### src/rtl/imem_boot_loader_pkg.sv
// rtl/imem_boot_loader_pkg.sv - shared types and constants for the instruction-memory boot loader
// Holds the 3-bit loader state encoding, the frame-format constants and the default sizes.
// The top module and the byte packer both import this package.
package imem_boot_loader_pkg;

    typedef enum logic [2:0] {
        ST_LEN_LO = 3'd0,
        ST_LEN_HI = 3'd1,
        ST_DATA   = 3'd2,
        ST_CHECK  = 3'd3,
        ST_DONE   = 3'd4,
        ST_ERROR  = 3'd5
    } state_t;

    localparam int ADDR_W_DEFAULT    = 10;
    localparam int MAX_WORDS_DEFAULT = 1024;
    localparam int LEN_W             = 16;     // width of the frame's word-count field
    localparam logic [1:0] LAST_BYTE_IDX = 2'd3; // byte 3 completes a little-endian word

    // States in which the loader still consumes stream bytes.
    function automatic logic accepts_bytes(input state_t s);
        return (s == ST_LEN_LO) || (s == ST_LEN_HI) || (s == ST_DATA) || (s == ST_CHECK);
    endfunction

endpackage

### src/rtl/imem_boot_loader_byte_packer.sv
// rtl/imem_boot_loader_byte_packer.sv - assembles four stream bytes into a little-endian 32-bit word
// Ports:
//   clk, rst_n        clock, asynchronous active-low reset
//   clear_i           drop any partially assembled word (restart)
//   byte_valid_i      a payload byte is transferred this cycle
//   byte_data_i       the payload byte
//   byte_idx_o        position (0..3) the next byte will take in the word
//   word_o            assembled word, stable during the word_valid_o cycle
//   word_valid_o      one-cycle pulse in the cycle after the 4th byte
module imem_boot_loader_byte_packer
    import imem_boot_loader_pkg::*;
(
    input  logic        clk,
    input  logic        rst_n,
    input  logic        clear_i,
    input  logic        byte_valid_i,
    input  logic [7:0]  byte_data_i,
    output logic [1:0]  byte_idx_o,
    output logic [31:0] word_o,
    output logic        word_valid_o
);

    logic [1:0]  idx_q;
    logic [31:0] word_q;
    logic        word_valid_q;

    // Bytes shift in from the top so byte 0 ends up in bits [7:0].
    // The word register only moves on a new byte, so it holds steady through
    // the write pulse even if the following byte arrives in that same cycle.
    // clear_i leaves a pending word_valid pulse alone so that write completes.
    always_ff @(posedge clk or negedge rst_n) begin
        if (!rst_n) begin
            idx_q        <= 2'd0;
            word_q       <= 32'd0;
            word_valid_q <= 1'b0;
        end else begin
            word_valid_q <= byte_valid_i && !clear_i && (idx_q == LAST_BYTE_IDX);
            if (clear_i) begin
                idx_q <= 2'd0;
            end else if (byte_valid_i) begin
                word_q <= {byte_data_i, word_q[31:8]};
                idx_q  <= idx_q + 2'd1;
            end
        end
    end

    assign byte_idx_o   = idx_q;
    assign word_o       = word_q;
    assign word_valid_o = word_valid_q;

endmodule

### src/rtl/imem_boot_loader.sv
// rtl/imem_boot_loader.sv - loads a length-prefixed, XOR-checked byte image into instruction memory
// Ports:
//   clk, rst_n        clock, asynchronous active-low reset
//   restart           pulse: abandon current state and await a new image
//   rx_valid/rx_data  incoming byte stream; rx_ready accepts it
//   imem_we/addr/wdata  one-cycle word write into instruction memory
//   core_rst_n        core reset, released only once the image is verified
//   boot_done         image loaded and checksum matched
//   boot_err          length out of range or checksum mismatch
module imem_boot_loader
    import imem_boot_loader_pkg::*;
#(
    parameter int ADDR_W    = ADDR_W_DEFAULT,
    parameter int MAX_WORDS = MAX_WORDS_DEFAULT
) (
    input  logic              clk,
    input  logic              rst_n,
    input  logic              restart,
    input  logic              rx_valid,
    input  logic [7:0]        rx_data,
    output logic              rx_ready,
    output logic              imem_we,
    output logic [ADDR_W-1:0] imem_addr,
    output logic [31:0]       imem_wdata,
    output logic              core_rst_n,
    output logic              boot_done,
    output logic              boot_err
);

    state_t             state_q;
    logic [LEN_W-1:0]   len_q;
    logic [LEN_W-1:0]   word_cnt_q;
    logic [7:0]         csum_q;
    logic [ADDR_W-1:0]  addr_q;
    logic               core_rst_n_q;
    logic               boot_done_q;
    logic               boot_err_q;

    logic               transfer_d;
    logic [LEN_W-1:0]   len_d;
    logic [1:0]         pk_idx;
    logic [31:0]        pk_word;
    logic               pk_word_valid;

    // Gated by rst_n so the stream is refused while reset is held.
    assign rx_ready   = rst_n & accepts_bytes(state_q) & ~restart;
    assign transfer_d = rx_valid & rx_ready;
    assign len_d      = {rx_data, len_q[7:0]};

    imem_boot_loader_byte_packer u_packer (
        .clk          (clk),
        .rst_n        (rst_n),
        .clear_i      (restart),
        .byte_valid_i (transfer_d && (state_q == ST_DATA)),
        .byte_data_i  (rx_data),
        .byte_idx_o   (pk_idx),
        .word_o       (pk_word),
        .word_valid_o (pk_word_valid)
    );

    always_ff @(posedge clk or negedge rst_n) begin
        if (!rst_n) begin
            state_q      <= ST_LEN_LO;
            len_q        <= '0;
            word_cnt_q   <= '0;
            csum_q       <= 8'd0;
            addr_q       <= '0;
            core_rst_n_q <= 1'b0;
            boot_done_q  <= 1'b0;
            boot_err_q   <= 1'b0;
        end else if (restart) begin
            state_q      <= ST_LEN_LO;
            len_q        <= '0;
            word_cnt_q   <= '0;
            csum_q       <= 8'd0;
            // A write already on the bus keeps its address until it completes.
            if (!pk_word_valid) begin
                addr_q <= '0;
            end
            core_rst_n_q <= 1'b0;
            boot_done_q  <= 1'b0;
            boot_err_q   <= 1'b0;
        end else if (transfer_d) begin
            case (state_q)
                ST_LEN_LO: begin
                    len_q[7:0] <= rx_data;
                    state_q    <= ST_LEN_HI;
                end
                ST_LEN_HI: begin
                    len_q <= len_d;
                    if (len_d == '0) begin
                        state_q <= ST_CHECK;
                    end else if (len_d > LEN_W'(MAX_WORDS)) begin
                        state_q    <= ST_ERROR;
                        boot_err_q <= 1'b1;
                    end else begin
                        state_q <= ST_DATA;
                    end
                end
                ST_DATA: begin
                    csum_q <= csum_q ^ rx_data;
                    // Address is latched with the completing byte so it is
                    // already registered when the packer raises the write.
                    if (pk_idx == LAST_BYTE_IDX) begin
                        addr_q     <= word_cnt_q[ADDR_W-1:0];
                        word_cnt_q <= word_cnt_q + 1'b1;
                        if (word_cnt_q == len_q - 1'b1) begin
                            state_q <= ST_CHECK;
                        end
                    end
                end
                ST_CHECK: begin
                    if (rx_data == csum_q) begin
                        state_q      <= ST_DONE;
                        core_rst_n_q <= 1'b1;
                        boot_done_q  <= 1'b1;
                    end else begin
                        state_q    <= ST_ERROR;
                        boot_err_q <= 1'b1;
                    end
                end
                default: ;
            endcase
        end
    end

    assign imem_we    = pk_word_valid;
    assign imem_addr  = addr_q;
    assign imem_wdata = pk_word;
    assign core_rst_n = core_rst_n_q;
    assign boot_done  = boot_done_q;
    assign boot_err   = boot_err_q;

endmodule
### config.mk
export PLATFORM = sky130hd
export DESIGN_NAME = imem_boot_loader
export DESIGN_NICKNAME = d
export VERILOG_FILES = /design/src/rtl/imem_boot_loader_pkg.sv /design/src/rtl/imem_boot_loader_byte_packer.sv /design/src/rtl/imem_boot_loader.sv
export SDC_FILE = /design/constraint.sdc
export NUM_CORES = 1
export LEC_CHECK = 0
export ABC_AREA = 1
export CAP_MARGIN = 20
export CORE_ASPECT_RATIO = 0.9
export CORE_MARGIN = 5
export CORE_UTILIZATION = 60
export CTS_CLUSTER_SIZE = 12
export DETAILED_ROUTE_END_ITERATION = 12
export PLACE_DENSITY_LB_ADDON = 0.08
export SLEW_MARGIN = 10
export SYNTH_ARGS = -nofsm -noshare
export SYNTH_HDL_FRONTEND = slang
export SYNTH_HIERARCHICAL = 1
export SYNTH_SLANG_ARGS = --single-unit
### constraint.sdc
create_clock -name clk -period 3.8 [get_ports clk]
set_clock_uncertainty 0.15 [all_clocks]
set_input_delay 0.57 -clock clk [delete_from_list [all_inputs] [get_ports clk]]
set_output_delay 0.57 -clock clk [all_outputs]
set_load 0.01 [all_outputs]
; Yosys cells after proc, flatten, opt, wreduce, memory -nomap -nowiden
; Cells that the tools add are included.
; W data, S select, Z words.
[word_totals]
memories = 0
latchBits = 0
out_inout_bits = 47
mem_bits_rw = 0
romBits = 0
ff_bits = 90
[op_classes]
order_cmp = 1
reduce_logical = 28
muxes = 36
add_sub_neg = 3
div = 0
n_eq_ne = 12
multipliers = 0
shift = 0
n_bitwise = 5
[op_table]
columns = cell, count
row1 = $mux W16, 6
row2 = $mux W10, 5
row3 = $mux W8, 5
row4 = $mux W3, 6
row5 = $add A16 B1 Y16 const B, 1
row6 = $eq A16 B16 Y1, 1
row7 = $gt A16 B11 Y1 const B, 1
row8 = $logic_not A16 Y1, 1
row9 = $reduce_bool A2 Y1, 8
row10 = $sub A16 B1 Y16 const B, 1
row11 = $pmux W3 S4, 1
row12 = $mux W1, 10
row13 = $ne A3 B2 Y1 const B, 3
row14 = $eq A8 B8 Y1, 1
row15 = $reduce_and A2 Y1, 4
row16 = $reduce_and A4 Y1, 2
row17 = $xor A8 B8 Y8, 1
row18 = $eq A3 B2 Y1 const B, 2
row19 = $ne A3 B3 Y1 const B, 2
row20 = $reduce_and A3 Y1, 2
row21 = $reduce_and A5 Y1, 1
row22 = $reduce_bool A5 Y1, 1
row23 = $mux W2, 2
row24 = $and A1 B1 Y1, 3
row25 = other kinds (11), 15

; Longest topological paths before layout
[depth]
ltp_word = 10
ltp_mapped = 16

; Modules after synthesis
; Netlist, hierarchy kept.
[by_module_without_submodules]
columns = mod, seq_area_each_um2, area_each_um2, instances, cells_each
row1 = imem_boot_loader, 1376.3, 3432.0, 1, 489
row2 = imem_boot_loader_byte_packer, 875.8, 1520.2, 1, 154

; Least setup slack after synthesis
; Ideal clock, no wire load.
[synth_path]
kind = input to register
startpoint = in rx_valid
endpoint = reg word_cnt_q[10]
cell_stages = 11
setup_ns = 0.136
t_required_ns = 3.514
n_path_buf = 0
t_arrival_ns = 1.702
setup_slack_ns = 1.812
path_cell_list = nand2_1 -> inv_1 -> nand2_1 -> nor2_4 -> nand2_4 -> nand2_4 -> inv_4 -> nor3_4 -> nand2_1 -> nor3b_1 -> nor3_1
[synth_between]
elab_chain_cells = 3
[synth_rtl]
columns = element, line_no
row1 = "start, declared", imem_boot_loader.sv:19  ; input logic rx_valid,
row2 = $and A1 B1 Y1, imem_boot_loader.sv:47  ; assign transfer_d = rx_valid & rx_ready;
row3 = $reduce_bool A2 Y1 (no source line), n/a
row4 = $reduce_and A3 Y1 (no source line), n/a
row5 = "end signal, assigned", imem_boot_loader.sv:106  ; word_cnt_q <= word_cnt_q + 1'b1;
row6 = "end, declared", imem_boot_loader.sv:32  ; logic [LEN_W-1:0] word_cnt_q;
; No other way between the ends.
; A chain may end at the register's enable or synchronous reset.

; Worst setup path in the final report
[layout_path]
startpoint = in rst_n
endpoint = out rx_ready
[layout_between]
elab_chain_cells = 2
[layout_rtl]
columns = element, line_no
row1 = "start, declared", imem_boot_loader.sv:17  ; input logic rst_n,
row2 = $and A1 B1 Y1 (2 in series), imem_boot_loader.sv:46  ; assign rx_ready = rst_n & accepts_bytes(state_q) & ~restart;
row3 = "end, declared", imem_boot_loader.sv:21  ; output logic rx_ready,
; No other way between the ends.

==> metrics.txt <==
outcome finished, final reports clean; Distinct cells, synth 44; #FFs+latches synth 90; MaxCap Viol Count 0; top post-synthesis cells by area dfrtp_1 45%, nand2_1 14%, nand3_1 7.0%; initial antenna violation count 0; top cell type's share of synthesized area 0.4548; DRC Markers 0; worst hold endpoint u_packer/word_o[7]; most frequent cells in the layout 184 x nand2_1, 90 x dfrtp_1, 74 x inv_1; Critical Path RT 3080 ps; Avg Cell Area, Syn 7.702 µm²; starting density of the core 0.6138; Leakage Power 2.850 nW; Place WS approximately 900 ps; Multi-input gate area around 2200 µm²; Final min period 2708 ps; Syn Nets 659; Clock Pin Slew Worst Setup and Hold Paths 90 ps; via/cell ratio between 5 and 6; CP max-delay cell clkdlybuf4s50_1; RSZ-0062 raised after global routing false; Synth area leader dfrtp_1; Fin. Hold Viols 0; Root Driver clkbuf_8; initial drt markers 288; Setup-failing EPs final 0; DRT Wirelength 12320 µm; row cnt 31; pwr/cell area 333.2 nW/µm²; ant diodes 0; drt pass-1 iters 5; synthesized netlist cell count 643; worst-path cell chain dlygate4sd3_1 -> buf_4 -> nand2_1 -> nor2_1 -> clkdlybuf4s50_1; VDD IR-drop max 0.0002506 V; Crit path depth 5; fill count 685; synthesis-to-finish area growth 16.07%; Final WS setup 1092 ps; Yosys Warn Count 6; Rel. slew slack 0.5285; total gr overflow 0; gate family responsible for the most delay along the worst path buffers and inverters; Final Power approximately 1.9 mW; Crit Path Class in -> out; clock sinks 90; clock buffer depth 2; final max-slew violation count 0; CP startpoint kind input port; WHS Path Cells 2; Num CTS Buffers 9; Die Y 96.19 µm; sequential-to-total area share from yosys stat 0.4548; DP HPWL 9056 µm; Clk Latency, worst-skew pair 370 ps; vias 4466; Worst Hold Launch u_packer/word_o[7]; share of layout cells above drive strength 1 0.08250; # H-tree levels 3; CP endpoint kind primary output; I/O Buffers between 50 and 60; register area 2252 µm²; R2R cell count 13; average wire per standard cell 15.37 µm; Worst R2R End state_q[1]; most common cell after layout, fill and taps aside nand2_1; pin count of the biggest net entering global routing 57; GPL Wtd Cong 0.9216; die width roughly 110 µm; core area 8068 µm²; Buf+Inv Stages, Crit Path 3; vias in the first global route 4175; CTS tree yes; Max stage delay on crit path between 500 and 600 ps; FF-to-FF setup slack between 1000 and 1500 ps; Hold Crit Class reg -> reg; gr usage total 0.2536; number of routed nets with antenna violations 0; Worst-Margin Slew 707.2 ps; fin crit share 0.7127; Fmax 0.3693 GHz; Crit Path Max Fanout 5; fin nets 714; IO Count 59; Setup TNS 0 ps; worst r2r src len_q[0]; WP data arrival 1990 ps; Post-Syn Area between 4000 and 5000 µm²; first-pass GRT wire length 20370 µm; DIE AREA roughly 10000 µm²
-- logic make-up after synthesis --
| group | synth area share |
|---|---|
| AND/OR/NAND/NOR | 0.3358 |
| buffers and inverters | 0.09272 |
| flip-flops | 0.4548 |
| AO/OA/AOI/OAI | 0.06140 |
| XOR/XNOR | 0.04068 |
| adder cells (fa/ha/maj) | 0.01011 |
| multiplexers | 0.004547 |
-- final cells by class --
| type | count | share of cell area |
|---|---|---|
| flip-flops and latches | 90 | 0.3918 |
| repair buffers | 65 | 0.1101 |
| clock buffers | 9 | 0.02155 |
| well taps | 99 | 0.02155 |
| multi-input cells | 454 | 0.3899 |
| clock inverters | 7 | 0.01328 |
| inverters | 78 | 0.05181 |
-- how the worst max path moves through the flow --
| stage | endpoint | slack, ps | start |
|---|---|---|---|
| final | rx_ready | 1090 | rst_n |
| after global routing | rx_ready | 1020 | rst_n |
| after CTS | rx_ready | 1090 | rst_n |
| after detailed placement | word_cnt_q[10] | 880 | restart |
| after global placement | word_cnt_q[10] | 1010 | restart |
| after floorplan | word_cnt_q[10] | 1810 | rx_valid |
-- per-stage QoR --
| step | hold slack [ps] | util | instance area (µm²) | instances |
|---|---|---|---|---|
| after detailed placement | 240.9 | 0.6864 | 5538 | 785 |
| after global placement | 242.8 | 0.6864 | 5538 | 785 |
| final | 335.7 | 0.7125 | 5748 | 802 |
| after CTS | 342.7 | 0.7125 | 5748 | 802 |
| after global routing | 358.2 | 0.7125 | 5748 | 802 |
| after floorplan | 124.4 | - | 4952 | 643 |
-- synthesized netlist by cell type (all sizes together) --
| cell type | number |
|---|---|
| o21ai | 30 |
| buf | 12 |
| nand3b | 2 |
| nor3b | 1 |
| clkbuf | 9 |
| nand2 | 207 |
| nor2 | 61 |
| o21a | 1 |
| or2 | 1 |
| inv | 77 |
| a221oi | 1 |
| nand4 | 11 |
| o31ai | 4 |
| dfrtp | 90 |
| a21boi | 1 |
| nor3 | 15 |
| xor2 | 12 |
| o22ai | 9 |
| nand3 | 70 |
| clkinv | 1 |
| mux2 | 2 |
| nor4 | 2 |
| and2 | 1 |
| ha | 4 |
| xnor2 | 11 |
| a21oi | 6 |
| a31oi | 1 |
| a211oi | 1 |
-- timing repair --
item,CTS,global route
resized for setup,0,0
buffers inserted,0,0
hold endpoints to repair,2,0
hold buffers,1,0
-- state kept, by name, summed over array words and instances (netlist names) --
| signal | flops |
|---|---|
| state_q | 3 |
| boot_err | 1 |
| u_packer/byte_idx_o | 2 |
| u_packer/word_o | 32 |
| imem_addr | 10 |
| csum_q | 8 |
| boot_done | 1 |
| word_cnt_q | 16 |
| u_packer/word_valid_o | 1 |
| len_q | 16 |
-- where the power goes --
part | internal (mW) | switching (mW)
combinational | 0.0810 | 0.163
clock | 0.309 | 0.367
sequential | 0.975 | 0.0213
total | 1.36 | 0.551
-- metal layers --
layer | up-vias | global-route usage | wire [µm]
met5 | - | 0 | 0
met4 | 0 | 0.08630 | 182
met3 | 15 | 0.04829 | 855
met2 | 180 | 0.3907 | 5590
met1 | 2116 | 0.3634 | 5695
li1 | 2155 | - | -
-- tightest hold or removal path, stage by stage, from the launching register on --
cell and delay (ps):
dfrtp_1 370, nand2_2 50, nand2_1 40
Note: power is estimated with default switching activity, not from simulation.
